===== src/rtl/mst_tlp_sender_pkg.sv =====
// Shared definitions for the master-FIFO to PCIe TLP sender: FSM state
// encoding, FIFO word layout, TLP header size and credit granularity.
package mst_tlp_sender_pkg;

    typedef enum logic [2:0] {
        ST_FILL,
        ST_WAIT_CRED,
        ST_REQ,
        ST_SEND,
        ST_GAP
    } state_e;

    // FIFO word layout: {start, end, data[15:0]}
    localparam int FIFO_W    = 18;
    localparam int WORD_W    = 16;
    localparam int START_BIT = 17;
    localparam int END_BIT   = 16;

    // A TLP carries a 3-word header; everything after it is payload,
    // and one posted-data credit covers 8 payload words.
    localparam int HDR_WORDS        = 3;
    localparam int WORDS_PER_CREDIT = 8;
    localparam int MIN_LEN          = HDR_WORDS + 1;

    // Posted-data credits needed for a record of len words (len >= MIN_LEN).
    function automatic logic [12:0] data_credits_needed(input logic [12:0] len);
        return (len - 13'(HDR_WORDS) + 13'(WORDS_PER_CREDIT - 1)) >> $clog2(WORDS_PER_CREDIT);
    endfunction

    // Increment that sticks at all-ones instead of wrapping.
    function automatic logic [7:0] sat_inc8(input logic [7:0] v);
        return (v == 8'hFF) ? v : v + 8'd1;
    endfunction

endpackage


===== src/rtl/tlp_word_buf.sv =====
// One-record word buffer: 2^AW x DW RAM, one write port, one read port
// with a registered read (data appears the edge after the address).
module tlp_word_buf
    import mst_tlp_sender_pkg::*;
#(
    parameter int AW = 5,
    parameter int DW = WORD_W
) (
    input  logic          clk_i,
    input  logic          we_i,
    input  logic [AW-1:0] waddr_i,
    input  logic [DW-1:0] wdata_i,
    input  logic [AW-1:0] raddr_i,
    output logic [DW-1:0] rdata_o
);

    logic [DW-1:0] mem_q [2**AW];

    // Write the incoming word and register the read word every cycle.
    // NOTE: the storage array has no reset; every word is written before it is read, and a reset would stop it mapping onto RAM.
    always_ff @(posedge clk_i) begin
        if (we_i) begin
            mem_q[waddr_i] <= wdata_i;
        end
        rdata_o <= mem_q[raddr_i];
    end

endmodule


===== src/rtl/mst_tlp_sender.sv =====
// Drains framed records from the master FIFO into a one-record buffer and
// streams each complete record to the PCIe core's 16-bit transmit port.
// Malformed, short or oversized records are dropped and counted.
// Build option: define MST_TLP_CREDIT_CHECK_EN to make WAIT_CRED wait for
// posted header/data credits; otherwise WAIT_CRED always advances in one cycle.
// GAP_CYCLES must be at least 1.
module mst_tlp_sender
    import mst_tlp_sender_pkg::*;
#(
    parameter int BUF_AW     = 5,
    parameter int GAP_CYCLES = 2
) (
    input  logic              sys_clk,
    input  logic              sys_rst_n,
    input  logic [FIFO_W-1:0] mst_dout,
    input  logic              mst_empty,
    output logic              mst_rd_en,
    output logic              tx_req,
    input  logic              tx_rdy,
    output logic              tx_st,
    output logic              tx_end,
    output logic [WORD_W-1:0] tx_data,
    input  logic [8:0]        tx_ca_ph,
    input  logic [12:0]       tx_ca_pd,
    output logic [15:0]       tlp_count,
    output logic [7:0]        drop_count
);

    // Pointers and length carry one extra bit so a full buffer (32) is representable.
    localparam int            PW    = BUF_AW + 1;
    localparam logic [PW-1:0] DEPTH = PW'(2**BUF_AW);

    state_e            state_q;
    logic [PW-1:0]     wr_ptr_q;
    logic [PW-1:0]     rd_ptr_q;
    logic [PW-1:0]     len_q;
    logic              in_rec_q;
    logic              rd_vld_q;
    logic              tx_req_q;
    logic              tx_st_q;
    logic              tx_end_q;
    logic [7:0]        gap_cnt_q;
    logic [15:0]       tlp_count_q;
    logic [7:0]        drop_count_q;

    logic              arrive;
    logic              word_st;
    logic              word_end;
    logic              wr_en;
    logic [BUF_AW-1:0] wr_addr;
    logic              rec_done;
    logic              drop_partial;
    logic              drop_ovf;
    logic              cred_ok;
    logic [12:0]       cred_need;
    logic [WORD_W-1:0] buf_rdata;

    // Decode the FIFO word returned this cycle into buffer-write and framing events.
    // NOTE: every always_comb output gets a default first, so no path can leave one unassigned and infer a latch.
    always_comb begin
        arrive       = (state_q == ST_FILL) && rd_vld_q;
        word_st      = mst_dout[START_BIT];
        word_end     = mst_dout[END_BIT];
        wr_en        = 1'b0;
        wr_addr      = wr_ptr_q[BUF_AW-1:0];
        rec_done     = 1'b0;
        drop_partial = 1'b0;
        drop_ovf     = 1'b0;
        if (arrive) begin
            if (word_st) begin
                wr_en        = 1'b1;
                wr_addr      = '0;
                drop_partial = in_rec_q;
                rec_done     = word_end;
            end else if (in_rec_q) begin
                if (wr_ptr_q == DEPTH) begin
                    drop_ovf = 1'b1;
                end else begin
                    wr_en    = 1'b1;
                    rec_done = word_end;
                end
            end
        end
    end

    // The end word is the only word in flight when it lands, so pop is
    // suppressed in that cycle and no word beyond the record is fetched.
    assign mst_rd_en = sys_rst_n && (state_q == ST_FILL) && !mst_empty && !rec_done;

    assign cred_need = data_credits_needed(13'(len_q));

`ifdef MST_TLP_CREDIT_CHECK_EN
    assign cred_ok = (tx_ca_ph != '0) && (tx_ca_pd >= cred_need);
`else
    logic unused_cred;
    assign cred_ok     = 1'b1;
    assign unused_cred = ^{tx_ca_ph, tx_ca_pd, cred_need};
`endif

    // Record FSM: assemble, check credits, request the link, stream, then idle.
    // NOTE: state registers use non-blocking assignments so every register updates from pre-edge values.
    always_ff @(posedge sys_clk) begin
        if (!sys_rst_n) begin
            state_q      <= ST_FILL;
            wr_ptr_q     <= '0;
            rd_ptr_q     <= '0;
            len_q        <= '0;
            in_rec_q     <= 1'b0;
            rd_vld_q     <= 1'b0;
            tx_req_q     <= 1'b0;
            tx_st_q      <= 1'b0;
            tx_end_q     <= 1'b0;
            gap_cnt_q    <= '0;
            tlp_count_q  <= '0;
            drop_count_q <= '0;
        end else begin
            rd_vld_q <= mst_rd_en;
            tx_st_q  <= 1'b0;
            unique case (state_q)
                ST_FILL: begin
                    if (drop_partial || drop_ovf) begin
                        drop_count_q <= sat_inc8(drop_count_q);
                    end
                    if (arrive && word_st) begin
                        in_rec_q <= 1'b1;
                        wr_ptr_q <= PW'(1);
                    end else if (wr_en) begin
                        wr_ptr_q <= wr_ptr_q + PW'(1);
                    end
                    if (drop_ovf) begin
                        in_rec_q <= 1'b0;
                    end
                    if (rec_done) begin
                        in_rec_q <= 1'b0;
                        len_q    <= word_st ? PW'(1) : wr_ptr_q + PW'(1);
                        state_q  <= ST_WAIT_CRED;
                    end
                end
                ST_WAIT_CRED: begin
                    if (len_q < PW'(MIN_LEN)) begin
                        drop_count_q <= sat_inc8(drop_count_q);
                        state_q      <= ST_FILL;
                    end else if (cred_ok) begin
                        tx_req_q <= 1'b1;
                        rd_ptr_q <= '0;
                        state_q  <= ST_REQ;
                    end
                end
                ST_REQ: begin
                    // Read address sits at 0 here, so word 0 is registered on the grant edge.
                    if (tx_rdy) begin
                        tx_req_q <= 1'b0;
                        tx_st_q  <= 1'b1;
                        tx_end_q <= (len_q == PW'(1));
                        rd_ptr_q <= rd_ptr_q + PW'(1);
                        state_q  <= ST_SEND;
                    end
                end
                ST_SEND: begin
                    if (tx_end_q) begin
                        tx_end_q    <= 1'b0;
                        tlp_count_q <= tlp_count_q + 16'd1;
                        gap_cnt_q   <= '0;
                        state_q     <= ST_GAP;
                    end else begin
                        tx_end_q <= (rd_ptr_q == len_q - PW'(1));
                        rd_ptr_q <= rd_ptr_q + PW'(1);
                    end
                end
                ST_GAP: begin
                    if (gap_cnt_q == 8'(GAP_CYCLES - 1)) begin
                        state_q <= ST_FILL;
                    end else begin
                        gap_cnt_q <= gap_cnt_q + 8'd1;
                    end
                end
                default: state_q <= ST_FILL;
            endcase
        end
    end

    tlp_word_buf #(
        .AW (BUF_AW),
        .DW (WORD_W)
    ) u_buf (
        .clk_i   (sys_clk),
        .we_i    (wr_en),
        .waddr_i (wr_addr),
        .wdata_i (mst_dout[WORD_W-1:0]),
        .raddr_i (rd_ptr_q[BUF_AW-1:0]),
        .rdata_o (buf_rdata)
    );

    assign tx_req     = tx_req_q;
    assign tx_st      = tx_st_q;
    assign tx_end     = tx_end_q;
    assign tx_data    = (state_q == ST_SEND) ? buf_rdata : '0;
    assign tlp_count  = tlp_count_q;
    assign drop_count = drop_count_q;

endmodule


===== config.mk =====
export PLATFORM = sky130hd
export DESIGN_NAME = mst_tlp_sender
export DESIGN_NICKNAME = d
export VERILOG_FILES = /design/src/rtl/mst_tlp_sender_pkg.sv /design/src/rtl/tlp_word_buf.sv /design/src/rtl/mst_tlp_sender.sv
export SDC_FILE = /design/constraint.sdc
export NUM_CORES = 1
export LEC_CHECK = 0
export ABC_AREA = 1
export CORE_MARGIN = 2
export CORE_UTILIZATION = 30
export CTS_CLUSTER_DIAMETER = 60
export DETAILED_ROUTE_END_ITERATION = 10
export SYNTH_ARGS = -nofsm -noshare
export SYNTH_HDL_FRONTEND = slang
export SYNTH_SLANG_ARGS = --single-unit

===== constraint.sdc =====
create_clock -name sys_clk -period 4.3 [get_ports sys_clk]
set_clock_uncertainty 0.2 [all_clocks]
set_input_delay 0.43 -clock sys_clk [delete_from_list [all_inputs] [get_ports sys_clk]]
set_output_delay 0.43 -clock sys_clk [all_outputs]
set_load 0.02 [all_outputs]

==> results of run 1 <==
==> metal layers <==
layer  up-vias  global-route usage [%]
met3        94                    2.54
met1      8156                    20.6
met2       504                    24.7
met5         -                       0
met4         0                    4.24
li1       7708                       -
==> synth_stat cells (4+ instances only) <==
cell      number
nand2_1      295
xnor2_1        6
nand3_1      132
nand4_1       15
o21ai_0      240
edfxtp_1     512
o211ai_1      64
clkbuf_1      65
inv_1        126
buf_2         26
o21ai_1       16
nor3_1         8
buf_6          8
xor2_1         9
inv_2          6
nor2_1       392
o22ai_1       30
buf_1          9
a21oi_1       81
nor2_2         4
buf_4          6
ha_1           9
dfxtp_1       74
==> flip-flops by register name, summed over array words and instances (netlist names) <==
| signal | flops |
|---|---|
| u_buf.rdata_o | 16 |
| wr_ptr_q | 6 |
| rd_ptr_q | 6 |
| tx_st | 1 |
| rd_vld_q | 1 |
| state_q | 3 |
| gap_cnt_q | 8 |
| tx_end | 1 |
| tx_req | 1 |
| len_q | 6 |
| tlp_count | 16 |
| u_buf.mem_q | 512 |
| drop_count | 8 |
| in_rec_q | 1 |
==> power by group through the flow <==
stage | clock [W] | sequential (W) | combinational (W)
after floorplan | 0 | 0.00640 | 0.000839
after global placement | 0 | 0.00642 | 0.00126
after detailed placement | 0 | 0.00642 | 0.00129
after CTS | 0.00490 | 0.00630 | 0.00129
after global routing | 0.00512 | 0.00630 | 0.00143
final | 0.00480 | 0.00630 | 0.00129
==> critical path: stages, from the launching register on <==
cell and delay (ns):
dfxtp_1 0.42, inv_1 0.12, ha_1 0.19, nand3_1 0.12
nand2_1 0.09, nand2_1 0.12, nand3_2 0.25, nand3_1 0.20
inv_1 0.06, clkdlybuf4s50_1 0.54
==> stage by stage <==
stage | total power, W | hold slack (ns) | util, %
4_1_cts | 0.0125 | 0.195 | 34.8
3_5_place_dp | 0.00771 | 0.254 | 32.6
6_report | 0.0124 | 0.243 | 34.8
2_1_floorplan | 0.00724 | 0.241 | -
3_3_place_gp | 0.00768 | 0.254 | 32.6
5_1_grt | 0.0129 | 0.239 | 34.8
==> worst min path at each step <==
stage,endpoint,slack (ns)
floorplan,gap_cnt_q[6],0.24
global placement,gap_cnt_q[6],0.25
detailed placement,gap_cnt_q[6],0.25
CTS,tx_st,0.19
global route,tx_st,0.24
finish,tx_st,0.24
==> kinds of logic after synthesis <==
group	after synthesis	synth area share [%]
flops	586	69.8
fa+ha+maj	9	0.466
simple gates	863	14.8
compound gates	437	9.95
xor+xnor	16	0.612
buf+inv	247	4.32
==> area by class of cell <==
cell class	count	share of cell area, %
Timing Repair Buffer	132	4.27
Sequential cell	586	60.4
Clock buffer	80	5.68
Inverter	133	1.81
Multi-Input combinational cell	1325	22.4
Clock inverter	30	0.717
Tap cell	1060	4.75
==> reports/qor.txt, run 1 <==
Metal3 WL -> 3.76 mm
FF/Latch Area -> 16900 um2
Clk pwr share -> 38.8%
Critical R2R Launch -> wr_ptr_q[1]
Synthesized cell area -> 24100 um2
Fraction of layout cells with a size suffix above 1 -> 7.96%
Commonest non-fill, non-tap cells in the layout -> 512 x edfxtp_1, 391 x nor2_1, 295 x nand2_1
Die Ht -> 288 um
Hpwl dp -> 36.6 mm
Total congestion overflow -> 0
Port Buffers -> 65
Core area -> 80200 um2
DP Area -> 26100 um2
Ys Warns -> 0
Int Pwr -> 0.00925 W
I/O pins -> 88
Non-filler cells, final -> 3346
Avg Inst Size Synth -> 11.2 um2
Pleak -> 9.69 nW
Final hold violations -> 0
Reg2reg end -> u_buf.mem_q[2][3]
TritonCTS clock tree -> yes
P_sw -> 0.00313 W
Worst Setup SP -> wr_ptr_q[1]
Die area -> 82700 um2
Critical Path End -> mst_rd_en
Syn_nets -> 2211
Synth async-reset ratio -> 0%
Max Clock Freq -> 296 MHz
Diode count -> 0
Routed len/inst -> 19.0 um
Hold Path Cell Cnt -> 3
Slew headroom -> 10.8%
Hold path startpoint -> tx_rdy
Final worst slack -> 0.919 ns
DRC -> 0
Max-cap violations -> 0
Crit path kind -> reg2out
CTS Buffer Depth -> 3
Post-Route WL -> 63.5 mm
PostCTS Resize Cnt -> 0
Mapped Cells -> 2158
Post-route antenna net violation count -> 0
VDD IR max -> 0.312 mV
Post-route cell area -> 27900 um2
CTS Hold Bufs -> 0
Routed met2 length -> 30.0 mm
Final period util -> 78.6%
Vias/cell -> 4.92
DR pass1 iterations -> 5
Vias post-DR -> 16500
Top-area cell type share of the netlist area -> 63.7%
Clk sinks -> 586
Measured slew at the worst slew-check pin -> 1.34 ns
Cell depth of the worst flop-to-flop path -> 8
Final net count -> 2290
Worst-path clk slew -> 0.06 ns
RSZ-0062 raised after global routing -> false
HP Class -> in2reg
DRT met1 WL -> 28.1 mm
Largest area contributor in the netlist -> edfxtp_1
Most common cell after layout, fill and taps aside -> edfxtp_1
Iter 0 DRT Violations -> 1567
Fillers -> 7962
Post-synth EDFFs -> 512
Die W -> 288 um
Power density cells -> 444 nW/um2
Synth cell types -> 40
Sequential share of power -> 50.9%
Setup Fix Bufs, Post-CTS -> 0
Layout area overhead -> 15.6%
Register-to-register setup slack -> 1.20 ns
Combinational share of power -> 10.4%
Required time worst endpoint -> 3.67 ns
Setup-failing EPs final -> 0
Sequential area share after synthesis -> 69.8%
Max-slew violation count -> 0
Sw Ratio -> 25.3%
Place WS -> 1.03 ns
Crit path arrival time -> 2.75 ns
Vias in the first global route -> 16100
H-tree Lvls -> 2
Row Count -> 104
Max FO, Critical Path -> 14
Top sig layer -> met4
Placed cell count -> 3236
Setup TNS -> 0 ns
Initial antenna violation count -> 0
GRT Total Usage -> 15.1%
Tmin final -> 3.38 ns
Largest net degree at the start of global routing -> 178
Starting Density -> 30.1%
Multi-input logic area -> 6240 um2
First-pass GRT wire length -> 96.1 mm
Synth area leaders -> edfxtp_1 64%, dfxtp_1 6.1%, nor2_1 6.1%, o21ai_0 5.0%, nand2_1 4.6%
CP Capture Type -> primary output
Ys flop type -> edfxtp_1
Worst Setup Start Kind -> flop
RePlAce Congestion -> 0.853
#FFs+latches synth -> 586
Total CTS buffers -> 59
Status -> finished clean
Root buffer cell -> clkbuf_16
Clk_lat worst skew -> 0.63 ns
Power figures use the tool's default switching activity.
==> run 2: changes to the inputs <==
Clock period 4.3 ns to 3.06 ns, I/O delays scaled along.
==> run 2 against run 1 <==
Effect of this change:
- die area did not move
- total power grew 46%
- critical path depth is 1 higher
- global-route usage shrank 0.23 points
- highest routed layer is now met5
==> reports/qor.txt, run 2 (synthesized netlist as in run 1, its figures left out) <==
Status -> finished clean
Post-Route WL -> 62.9 mm
CP Capture Type -> flop
VDD IR max -> 0.460 mV
Tmin final -> 2.80 ns
Clk sinks -> 586
Diode count -> 0
Power density cells -> 638 nW/um2
Max-cap violations -> 0
HP Class -> in2reg
Measured slew at the worst slew-check pin -> 1.16 ns
Setup-failing EPs final -> 0
GRT Total Usage -> 14.9%
Commonest non-fill, non-tap cells in the layout -> 512 x edfxtp_1, 391 x nor2_1, 295 x nand2_1
H-tree Lvls -> 2
Placed cell count -> 3250
Setup TNS -> 0 ns
Vias/cell -> 4.92
Max reg flops -> 512
CTS Hold Bufs -> 0
Max Clock Freq -> 357 MHz
Root buffer cell -> clkbuf_16
Final period util -> 91.5%
Iter 0 DRT Violations -> 1671
Port Buffers -> 65
Worst Setup Start Kind -> flop
Hpwl dp -> 37.4 mm
Routed len/inst -> 18.7 um
Pleak -> 9.92 nW
Vias post-DR -> 16600
TritonCTS clock tree -> yes
Final hold violations -> 0
Die area -> 82700 um2
Fraction of layout cells with a size suffix above 1 -> 9.11%
RePlAce Congestion -> 0.799
DRC -> 0
Largest net degree at the start of global routing -> 148
CTS Buffer Depth -> 3
Layout area overhead -> 17.6%
Crit path arrival time -> 2.92 ns
Max FO, Critical Path -> 16
Initial antenna violation count -> 1
Vias in the first global route -> 15900
Register with the most flip-flops -> u_buf.mem_q
Required time worst endpoint -> 3.18 ns
Multi-input logic area -> 6240 um2
Starting Density -> 30.1%
Die Ht -> 288 um
Final net count -> 2307
Max-slew violation count -> 0
Worst-path clk slew -> 0.06 ns
Die W -> 288 um
Post-route antenna net violation count -> 0
Row Count -> 104
Total CTS buffers -> 59
I/O pins -> 88
Core area -> 80200 um2
Non-filler cells, final -> 3365
Slew headroom -> 22.7%
First-pass GRT wire length -> 94.1 mm
DR pass1 iterations -> 6
Crit path kind -> reg2reg
RSZ-0062 raised after global routing -> false
Total congestion overflow -> 0
FF/Latch Area -> 16900 um2
Fillers -> 7809
Most common cell after layout, fill and taps aside -> edfxtp_1
Clk_lat worst skew -> 0.63 ns
## run 2: changes by cell type in the layout (fill, tap and decap cells not counted), sizes merged
| cell | previous run | this run |
|---|---|---|
| clkinv | 23 | 14 |
| clkbuf | 80 | 85 |
| dlymetal6s2s | 0 | 1 |
| clkinvlp | 3 | 5 |
| buf | 67 | 84 |
| bufinv | 1 | 5 |
| clkdlybuf4s50 | 65 | 64 |
## run 2: metrics by stage
stage / setup WS [ns] / instance area, um2 / utilization [%] / total power (W) / hold slack (ns)
after floorplan: 0.419 / 24100 / - / 0.0102 / 0.205
after global placement: 0.246 / 26300 / 32.8 / 0.0108 / 0.254
after detailed placement: 0.207 / 26300 / 32.8 / 0.0109 / 0.269
after CTS: 0.0227 / 28400 / 35.4 / 0.0182 / 0.0495
after global routing: 0.0942 / 28400 / 35.4 / 0.0188 / 0.0825
final: 0.259 / 28400 / 35.4 / 0.0181 / 0.0846
## run 2: critical path, cell delays in order (launching register included)
cell and delay (ns):
dfxtp_1 0.41, inv_1 0.12, ha_1 0.19, nand3_1 0.14
nand2_1 0.11, nand2_1 0.12, nand2_1 0.17, nor2_1 0.22
o21ai_2 0.28, nor2_1 0.22, buf_4 0.28
## run 2: cell type report
cell class	instances	share of cell area (%)
Clock buffer	85	6.01
Clock inverter	27	1.11
Inverter	133	1.78
Multi-Input combinational cell	1325	22.0
Sequential cell	586	59.4
Tap cell	1060	4.67
Timing Repair Buffer	149	5.01
## run 2: power breakdown
group | switching [W] | internal (W) | leakage, nW
registers | 0.0000701 | 0.00878 | 5.21
clock network | 0.00309 | 0.00433 | 0.978
logic | 0.00131 | 0.000529 | 3.73
## run 2: path summary, 6_finish.rpt
path | start | endpoint | slack (ns) | cells after the start
setup / recovery | wr_ptr_q[1] | u_buf.mem_q[12][5] | 0.26 | 10
hold / removal | tx_rdy | tx_st | 0.08 | 3
setup reg to reg | wr_ptr_q[1] | u_buf.mem_q[12][5] | 0.26 | 10
hold reg to reg | gap_cnt_q[6] | gap_cnt_q[6] | 0.27 | 2
## run 2: routing by layer
metal | vias up | share of wire, % | global-route usage (%)
li1 | 7739 | - | -
met1 | 8042 | 43 | 20.2
met2 | 661 | 46 | 23.9
met3 | 108 | 7.8 | 3.00
met4 | 2 | 2.7 | 4.48
met5 | - | 0.022 | 0
## run 2: timing repair
| item | in CTS | in global routing |
|---|---|---|
| pin swaps | 1 | 0 |
| resized for setup | 0 | 1 |
| setup buffers | 3 | 0 |
| endpoints found under the setup margin | 1 | 1 |
